File: config.mk
export PLATFORM = sky130hd
export DESIGN_NAME = uart_tx_packet_loader
export DESIGN_NICKNAME = d
export VERILOG_FILES = /design/src/rtl/uart_tx_packet_loader.sv
export SDC_FILE = /design/constraint.sdc
export NUM_CORES = 1
export LEC_CHECK = 0
export ABC_AREA = 0
export CAP_MARGIN = 25
export CORE_MARGIN = 4
export CORE_UTILIZATION = 35
export CTS_CLUSTER_DIAMETER = 80
export DETAILED_ROUTE_END_ITERATION = 16
export PLACE_DENSITY = 0.64
export SLEW_MARGIN = 20
export SYNTH_ARGS = -nofsm -noshare
export SYNTH_HDL_FRONTEND = slang
export SYNTH_SLANG_ARGS = --single-unit
export TNS_END_PERCENT = 50
File: constraint.sdc
create_clock -name clk -period 4 [get_ports clk]
set_input_delay 1 -clock clk [delete_from_list [all_inputs] [get_ports clk]]
set_output_delay 1 -clock clk [all_outputs]
set_load 0.02 [all_outputs]
File: src/rtl/uart_tx_packet_loader.sv
// Frames a host payload as SOF, LEN, payload, checksum and writes it into the TX FIFO over a 4-phase handshake.
// Optional UART_PKT_CRC8_EN selects CRC-8 (poly 0x07) instead of the XOR checksum.
//
// state   | meaning
// IDLE    | waiting for START
// SEL     | pick the next frame byte for the current phase
// GET     | wait for a host payload byte
// WRITE   | LOAD_FIFO high until LD_FIFO_DONE high
// RELEASE | LOAD_FIFO low until LD_FIFO_DONE low
// DONE    | one-cycle PKT_DONE, back to IDLE
module uart_tx_packet_loader #(
  parameter int          MAX_LEN = 16,
  parameter logic [7:0]  SOF     = 8'hA5
) (
  input  logic       clk,
  input  logic       rst_n,
  input  logic       start,
  input  logic [7:0] len,
  input  logic [7:0] host_data,
  input  logic       host_valid,
  output logic       host_ready,
  output logic       load_fifo,
  output logic [7:0] data_in_fifo,
  input  logic       ld_fifo_done,
  output logic       busy,
  output logic       pkt_done,
  output logic       len_err
);

  typedef enum logic [2:0] {S_IDLE, S_SEL, S_GET, S_WRITE, S_RELEASE, S_DONE} state_t;
  typedef enum logic [2:0] {PH_SOF, PH_LEN, PH_PAY, PH_CSUM, PH_END} phase_t;

  localparam logic [7:0] MAX_LEN_B = 8'(MAX_LEN);

  state_t     state_q, state_d;
  phase_t     phase_q, phase_d;
  logic [7:0] len_q, cnt_q, csum_q, data_q;
  logic       len_err_q;
  logic       len_ok;

  function automatic logic [7:0] csum_step(input logic [7:0] c, input logic [7:0] b);
    logic [7:0] r;
    r = c ^ b;
`ifdef UART_PKT_CRC8_EN
    for (int i = 0; i < 8; i++) begin
      r = r[7] ? ((r << 1) ^ 8'h07) : (r << 1);
    end
`endif
    return r;
  endfunction

  assign len_ok = (len != 8'd0) && (len <= MAX_LEN_B);

  always_ff @(posedge clk or negedge rst_n) begin
    if (!rst_n) begin
      state_q <= S_IDLE;
      phase_q <= PH_SOF;
    end else begin
      state_q <= state_d;
      phase_q <= phase_d;
    end
  end

  always_comb begin
    state_d = state_q;
    phase_d = phase_q;
    case (state_q)
      S_IDLE: begin
        if (start && len_ok) begin
          state_d = S_SEL;
          phase_d = PH_SOF;
        end
      end
      S_SEL: begin
        case (phase_q)
          PH_PAY:  state_d = S_GET;
          PH_END:  state_d = S_DONE;
          default: state_d = S_WRITE;
        endcase
      end
      S_GET:     if (host_valid) state_d = S_WRITE;
      S_WRITE:   if (ld_fifo_done) state_d = S_RELEASE;
      S_RELEASE: begin
        if (!ld_fifo_done) begin
          state_d = S_SEL;
          case (phase_q)
            PH_SOF:  phase_d = PH_LEN;
            PH_LEN:  phase_d = PH_PAY;
            PH_PAY:  phase_d = (cnt_q == len_q) ? PH_CSUM : PH_PAY;
            PH_CSUM: phase_d = PH_END;
            default: phase_d = PH_END;
          endcase
        end
      end
      S_DONE:  state_d = S_IDLE;
      default: state_d = S_IDLE;
    endcase
  end

  // Datapath registers only move in IDLE/SEL/GET, so DATA_IN_FIFO is frozen across WRITE/RELEASE.
  always_ff @(posedge clk or negedge rst_n) begin
    if (!rst_n) begin
      len_q     <= 8'h00;
      cnt_q     <= 8'h00;
      csum_q    <= 8'h00;
      data_q    <= 8'h00;
      len_err_q <= 1'b0;
    end else begin
      case (state_q)
        S_IDLE: begin
          if (start) begin
            if (len_ok) begin
              len_err_q <= 1'b0;
              len_q     <= len;
              csum_q    <= 8'h00;
              cnt_q     <= 8'h00;
            end else begin
              len_err_q <= 1'b1;
            end
          end
        end
        S_SEL: begin
          case (phase_q)
            PH_SOF:  data_q <= SOF;
            PH_LEN: begin
              data_q <= len_q;
              csum_q <= csum_step(csum_q, len_q);
            end
            PH_CSUM: data_q <= csum_q;
            default: ;
          endcase
        end
        S_GET: begin
          if (host_valid) begin
            data_q <= host_data;
            csum_q <= csum_step(csum_q, host_data);
            cnt_q  <= cnt_q + 8'd1;
          end
        end
        default: ;
      endcase
    end
  end

  assign host_ready   = (state_q == S_GET);
  assign load_fifo    = (state_q == S_WRITE);
  assign data_in_fifo = data_q;
  assign busy         = (state_q != S_IDLE) && (state_q != S_DONE);
  assign pkt_done     = (state_q == S_DONE);
  assign len_err      = len_err_q;

endmodule
==> results.sh, run 1 <==
export IMPL_floorplan_die_width_um=89.59
export IMPL_number_of_flip_flops_and_latches_in_the_synthesized_netlist=39
export IMPL_core_um2=6422
export IMPL_synth_top_cells_by_area="sky130_fd_sc_hd__dfrtp_1 (42%), sky130_fd_sc_hd__mux2i_1 (7.3%), sky130_fd_sc_hd__mux2_2 (5.3%), sky130_fd_sc_hd__o32a_1 (3.9%), sky130_fd_sc_hd__xnor2_1 (3.8%)"
export IMPL_dp_hpwl_mm=3.773
export IMPL_power_per_cell_area_nw_per_um2=724.2
export IMPL_status="completed"
export IMPL_grt_setup_unrepaired="false"
export IMPL_gpl_wtd_cong=0.8233
export IMPL_hold_fix_buffers_at_cts=0
export IMPL_global_route_wire_length_before_repair_mm=8.997
export IMPL_fraction_of_final_layout_cells_sized_beyond_drive_strength_1_pct=13.93
export IMPL_seq_area_um2=975.9
export IMPL_htree_levels=2
export IMPL_die_area_um2=8025
export IMPL_finClkSkew_ps=4.345
export IMPL_first_global_vias=1756
export IMPL_worst_skew_pair_late_latency_ps=290
export IMPL_hold_class="flip-flop to flip-flop"
export IMPL_footprint_of_the_multi_input_gates_um2=1237
export IMPL_synth_lib_cells_used_distinct=53
export IMPL_post_route_drc_count=0
export IMPL_yosys_area_share_xor_xnor_pct=4.135
export IMPL_die_h_um=89.59
export IMPL_synth_adder_area_share_pct=0.5371
export IMPL_final_max_slew_violation_count=0
export IMPL_groute_usage_overall_pct=14.57
export IMPL_startpoint_type="flip-flop"
export IMPL_portBuffers=33
export IMPL_fp_row_count=29
export IMPL_power_switching_fraction_pct=41.39
export IMPL_post_cts_setup_buffers=0
export IMPL_route_antenna_remaining_nets=0
export IMPL_synth_mux_area_share_pct=13.91
export IMPL_number_of_buffers_on_the_longest_clock_path=2
export IMPL_tritoncts_num_buffers=5
export IMPL_postSynth_asyncResetShare_pct=100.0
export IMPL_clk_pin_slew_worst_paths_ps=70
export IMPL_finalSetupViolCount=0
export IMPL_synth_top_cell_area_share_pct=41.89
export IMPL_synthesis_yosys_warnings=0
export IMPL_min_delay_path_depth=1
export IMPL_clock_tree_root_cell="sky130_fd_sc_hd__clkbuf_8"
export IMPL_commonest_non_fill_non_tap_cell_in_the_layout="sky130_fd_sc_hd__dfrtp_1"
export IMPL_fin_nets=266
export IMPL_main_combinational_cell_family_by_area_after_synthesis="compound AO/OA/AOI/OAI gates"
export IMPL_worst_slew_pin_slew_ps=874.1
export IMPL_critPathArrivalTime_ps=2380
export IMPL_synth_compound_gate_area_share_pct=20.57
export IMPL_share_seq_of_total_power_pct=40.2
export IMPL_reg2reg_depth=5
export IMPL_drt_iter0_drc=80
export IMPL_combPwrFrac_pct=46.2
export IMPL_criticalPathCategory="flip-flop to primary output"
export IMPL_global_route_overflow_total=0
export IMPL_fraction_of_the_yosys_area_taken_by_sequential_cells_pct=41.89
export IMPL_max_freq_ghz=0.2956
export IMPL_power_ir_vdd_worst_mv=0.2886
export IMPL_area_growth_syn_to_layout_pct=17.67
export IMPL_synth_edf_count=0
export IMPL_tritoncts_clock_tree="done"
export IMPL_syn_nets=242
export IMPL_finalSetupTns_ps=0
export IMPL_timing_final_crit_share_pct=84.58
export IMPL_clock_sink_count=39
export IMPL_p_switching_uw=821.7
export IMPL_basic_gate_share_of_the_synthesized_area_counting_and_or_nand_and_nor_cells_pct=13.96
export IMPL_firstDrtPassIters=4
export IMPL_wl_per_cell_um=16.90
export IMPL_post_synth_instance_area_um2=2330
export IMPL_antenna_violations_before_repair=0
export IMPL_hold_viol=0
export IMPL_finalWirelength_mm=5.424
export IMPL_power_static_leakage_uw=0.001061
export IMPL_starting_utilization_of_the_core_area_pct=36.28
export IMPL_cell_internal_pwr_uw=1164
export IMPL_drv_max_cap_violation_count=0
export IMPL_final_min_clock_period_ps=3383
export IMPL_final_cell_mix="sky130_fd_sc_hd__dfrtp_1 (39), sky130_fd_sc_hd__clkdlybuf4s50_1 (32), sky130_fd_sc_hd__mux2i_1 (17)"
export IMPL_cp_data_required_time_ps=3000
export IMPL_boundaryPins=34
export IMPL_antennaDiodeCount=0
export IMPL_synth_area_leader_cell="sky130_fd_sc_hd__dfrtp_1"
export IMPL_min_hold_slack_ps=508.0
export IMPL_clock_power_share_pct=13.6
export IMPL_crit_path_end_kind="primary output"
export IMPL_num_fill_cells=639
export IMPL_cells_after_synth=220
export IMPL_synth_top_flop_cell="sky130_fd_sc_hd__dfrtp_1"
export IMPL_vias=1857
export IMPL_worstPathMaxFanout=17
export IMPL_synthesis_area_per_instance_um2=10.59
export IMPL_grt_start_max_net_pins=40
export IMPL_via_per_inst=5.785
export IMPL_slew_headroom_pct=41.72
export IMPL_resized_after_cts=0
power groups by stage:
stage / clock network, uW / logic, uW / registers, uW
after floorplan: 0 / 747 / 713
after detailed placement: 0 / 924 / 804
after CTS: 282 / 928 / 796
after global routing: 299 / 1010 / 827
final: 271 / 917 / 798
after global placement: 0 / 915 / 797
layer usage:
layer	up-vias	global-route usage, %	routed length, um
met5	-	0	0
met4	0	4.871	85
met3	4	2.737	241
met2	47	22.81	2530
met1	916	20.27	2566
li1	890	-	-
sequential cells by signal, indices dropped and copies added (netlist names):
register / cells
cnt_q: 8
csum_q: 8
data_in_fifo: 8
len_err: 1
len_q: 8
phase_q: 3
state_q: 3
through the flow:
step | setup WS (ps) | total power (uW) | cells | cell area, um2 | utilization [%]
2_1_floorplan | 1668 | 1460 | 220 | 2330 | -
3_3_place_gp | 993.5 | 1712 | 314 | 2654 | 41.32
3_5_place_dp | 934.9 | 1729 | 314 | 2654 | 41.32
4_1_cts | 615.4 | 2005 | 321 | 2741 | 42.68
5_1_grt | 536.2 | 2137 | 321 | 2741 | 42.68
6_report | 616.6 | 1985 | 321 | 2741 | 42.68
Yosys cell counts, types with 2 or more instances:
cell	count
sky130_fd_sc_hd__a21oi_1	8
sky130_fd_sc_hd__a2bb2oi_1	4
sky130_fd_sc_hd__a31o_2	3
sky130_fd_sc_hd__a32o_1	2
sky130_fd_sc_hd__and2_1	2
sky130_fd_sc_hd__buf_2	9
sky130_fd_sc_hd__buf_6	4
sky130_fd_sc_hd__clkbuf_1	4
sky130_fd_sc_hd__dfrtp_1	39
sky130_fd_sc_hd__inv_1	2
sky130_fd_sc_hd__mux2_2	11
sky130_fd_sc_hd__mux2_4	2
sky130_fd_sc_hd__mux2i_1	17
sky130_fd_sc_hd__nand2_1	14
sky130_fd_sc_hd__nand2b_1	4
sky130_fd_sc_hd__nand3_1	5
sky130_fd_sc_hd__nand3b_1	2
sky130_fd_sc_hd__nand4_1	2
sky130_fd_sc_hd__nor2_1	8
sky130_fd_sc_hd__nor3_1	11
sky130_fd_sc_hd__nor3b_1	2
sky130_fd_sc_hd__nor4b_1	2
sky130_fd_sc_hd__o21a_1	2
sky130_fd_sc_hd__o21ai_0	7
sky130_fd_sc_hd__o221ai_1	7
sky130_fd_sc_hd__o22ai_1	3
sky130_fd_sc_hd__o32a_1	9
sky130_fd_sc_hd__xnor2_1	10
logic make-up after synthesis:
logic type,Yosys count
AOI/OAI and AO/OA,60
xor gates and xnor gates,11
buffers and inverters,20
DFF,39
adders and majority gates,1
muxes,30
and+or+nand+nor,59
final timing paths:
path	startpoint	end	slack [ps]
min in group asynchronous	rst_n	len_err	820
setup / recovery	state_q[2]	host_ready	620
setup reg to reg	state_q[2]	data_in_fifo[7]	1690
max in group asynchronous	rst_n	cnt_q[7]	2630
hold reg to reg	data_in_fifo[2]	data_in_fifo[2]	510
hold / removal	data_in_fifo[2]	data_in_fifo[2]	510
worst max-delay path: stages, from the launching register on:
cell and delay, ps:
sky130_fd_sc_hd__dfrtp_1 620, sky130_fd_sc_hd__or3b_1 570, sky130_fd_sc_hd__inv_2 250, sky130_fd_sc_hd__clkdlybuf4s50_1 650
final cells by class:
type / instances / area share (%)
multi-input cells: 161 / 45.14
flip-flops and latches: 39 / 35.60
repair buffers: 34 / 12.14
well taps: 77 / 3.514
clock buffers: 6 / 3.012
inverters: 3 / 0.4108
clock inverters: 1 / 0.1826
No activity file was read; power rests on OpenSTA's default activity.
==> run 2: changes to the inputs <==
==> constraint.sdc (replaced) <==
create_clock -name clk -period 3.4 [get_ports clk]
set_input_delay 0.85 -clock clk [delete_from_list [all_inputs] [get_ports clk]]
set_output_delay 0.85 -clock clk [all_outputs]
set_load 0.02 [all_outputs]
==> run 2 against run 1 <==
  * Clock-buffer cell count up 2
  * Power up 21%
  * Setup slack worse by 220 ps
  * Via count down 0.70%
  * Core utilization up 0.66 points
  * Non-clock buffer count up 4
  * Register-to-register slack worse by 660 ps
  * First-iteration DRC count down 19%
  * Wire length up 4.5%
  * Critical endpoint unchanged
  * Largest cell class unchanged
==> results.sh, run 2 (synthesized netlist as in run 1, its figures left out) <==
export IMPL_firstDrtPassIters=4
export IMPL_finalSetupViolCount=0
export IMPL_reg2reg_slack_ps=1030
export IMPL_core_um2=6422
export IMPL_critical_path_reg2reg_endpoint="data_in_fifo[0]"
export IMPL_htree_levels=2
export IMPL_clock_tree_root_cell="sky130_fd_sc_hd__clkbuf_8"
export IMPL_whs_endpoint="data_in_fifo[0]"
export IMPL_drt_iter0_drc=65
export IMPL_timing_critical_path_max_delay_family="buffers and inverters"
export IMPL_status="completed"
export IMPL_area_growth_syn_to_layout_pct=19.50
export IMPL_hold_path_startpoint="data_in_fifo[0]"
export IMPL_drv_max_cap_violation_count=0
export IMPL_fin_nets=270
export IMPL_power_uw=2404
export IMPL_antennaDiodeCount=0
export IMPL_number_of_buffers_on_the_longest_clock_path=2
export IMPL_clk_pin_slew_worst_paths_ps=80
export IMPL_crit_path_start="state_q[0]"
export IMPL_wl_per_cell_um=17.39
export IMPL_fraction_of_final_layout_cells_sized_beyond_drive_strength_1_pct=15.26
export IMPL_startpoint_type="flip-flop"
export IMPL_num_fill_cells=604
export IMPL_global_route_overflow_total=0
export IMPL_global_route_wire_length_before_repair_mm=9.384
export IMPL_cell_internal_pwr_uw=1416
export IMPL_timing_final_crit_share_pct=88.31
export IMPL_portBuffers=33
export IMPL_vias=1844
export IMPL_reg2reg_depth=6
export IMPL_clock_power_share_pct=14.4
export IMPL_antenna_violations_before_repair=0
export IMPL_fp_row_count=29
export IMPL_power_ir_vdd_worst_mv=0.3856
export IMPL_final_min_clock_period_ps=3003
export IMPL_finalSetupTns_ps=0
export IMPL_min_delay_path_depth=1
export IMPL_slew_headroom_pct=40.70
export IMPL_hold_class="flip-flop to flip-flop"
export IMPL_finalWirelength_mm=5.669
export IMPL_power_switching_fraction_pct=41.09
export IMPL_groute_usage_overall_pct=15.44
export IMPL_worstPathMaxFanout=14
export IMPL_post_route_drc_count=0
export IMPL_finClkSkew_ps=4.350
export IMPL_tritoncts_num_buffers=5
export IMPL_criticalPathCategory="flip-flop to primary output"
export IMPL_floorplan_die_width_um=89.59
export IMPL_critPathArrivalTime_ps=2150
export IMPL_power_static_leakage_uw=0.001085
export IMPL_power_per_cell_area_nw_per_um2=863.6
export IMPL_cp_data_required_time_ps=2550
export IMPL_via_per_inst=5.656
export IMPL_gpl_wtd_cong=0.7875
export IMPL_worst_slew_pin_slew_ps=889.5
export IMPL_hold_fix_buffers_at_cts=0
export IMPL_worst_skew_pair_late_latency_ps=290
export IMPL_die_h_um=89.59
export IMPL_worst_path_buf_inv=2
export IMPL_grt_setup_unrepaired="false"
export IMPL_combPwrFrac_pct=47.2
export IMPL_commonest_non_fill_non_tap_cell_in_the_layout="sky130_fd_sc_hd__dfrtp_1"
export IMPL_crit_path_end_kind="primary output"
export IMPL_route_antenna_remaining_nets=0
export IMPL_grt_start_max_net_pins=40
export IMPL_setup_slack_after_placement_ps=605.0
export IMPL_crit_reg2reg_launch="state_q[0]"
export IMPL_post_cts_setup_buffers=0
export IMPL_p_switching_uw=988.0
export IMPL_die_area_um2=8025
export IMPL_hold_viol=0
export IMPL_dp_hpwl_mm=3.993
export IMPL_share_seq_of_total_power_pct=38.4
export IMPL_final_cell_mix="sky130_fd_sc_hd__dfrtp_1 (39), sky130_fd_sc_hd__clkdlybuf4s50_1 (32), sky130_fd_sc_hd__mux2i_1 (17)"
export IMPL_boundaryPins=34
export IMPL_final_max_slew_violation_count=0
export IMPL_postLayoutSetupSlackWorst_ps=397.4
export IMPL_cp_slowest_cell="sky130_fd_sc_hd__clkdlybuf4s50_1"
export IMPL_tritoncts_clock_tree="done"
export IMPL_crit_chain="or3b_1, inv_2, clkdlybuf4s50_1"
export IMPL_starting_utilization_of_the_core_area_pct=36.28
export IMPL_clock_sink_count=39
export IMPL_max_stage_delay_ps=610
export IMPL_resized_after_cts=0
export IMPL_first_global_vias=1864
export IMPL_max_freq_ghz=0.3330
-- run 2: worst max path at each step --
stage,to,slack [ps],depth (start not counted)
3_3_place_gp,len_q[0],640,4
5_1_grt,host_ready,340,3
3_5_place_dp,len_q[0],610,5
4_1_cts,host_ready,390,3
6_report,host_ready,400,3
2_1_floorplan,len_q[0],1220,4
-- run 2: final cells by class --
class,count,area [um2],area share (%)
inverters,3,11.26,0.4045
multi-input cells,161,1237,44.45
flip-flops and latches,39,975.9,35.06
well taps,77,96.34,3.461
clock buffers,8,100.1,3.596
repair buffers,38,362.8,13.03
-- run 2: power groups by stage --
stage | Clock (uW) | Combinational [uW] | Sequential (uW)
finish | 347 | 1130 | 922
global route | 375 | 1250 | 962
CTS | 357 | 1140 | 921
detailed placement | 0 | 1140 | 929
global placement | 0 | 1120 | 922
floorplan | 0 | 879 | 839
-- run 2: metrics by stage --
stage | cell area, um2 | std cells | utilization (%) | hold WS, ps
4_1_cts | 2784 | 326 | 43.35 | 513.3
5_1_grt | 2784 | 326 | 43.35 | 525.9
3_3_place_gp | 2684 | 318 | 41.79 | 491.6
6_report | 2784 | 326 | 43.35 | 508.1
2_1_floorplan | 2330 | 220 | - | 491.6
3_5_place_dp | 2684 | 318 | 41.79 | 493.5
-- run 2: routing by layer --
metal / GRT usage [%] / vias to the layer above / part of all wire, % / wire [um]
met5: 0 / - / 0 / 0
li1: - / 890 / - / -
met4: 6.495 / 0 / 1.8 / 104
met2: 24.07 / 42 / 46 / 2611
met3: 2.464 / 8 / 3.7 / 208
met1: 21.28 / 904 / 48 / 2746
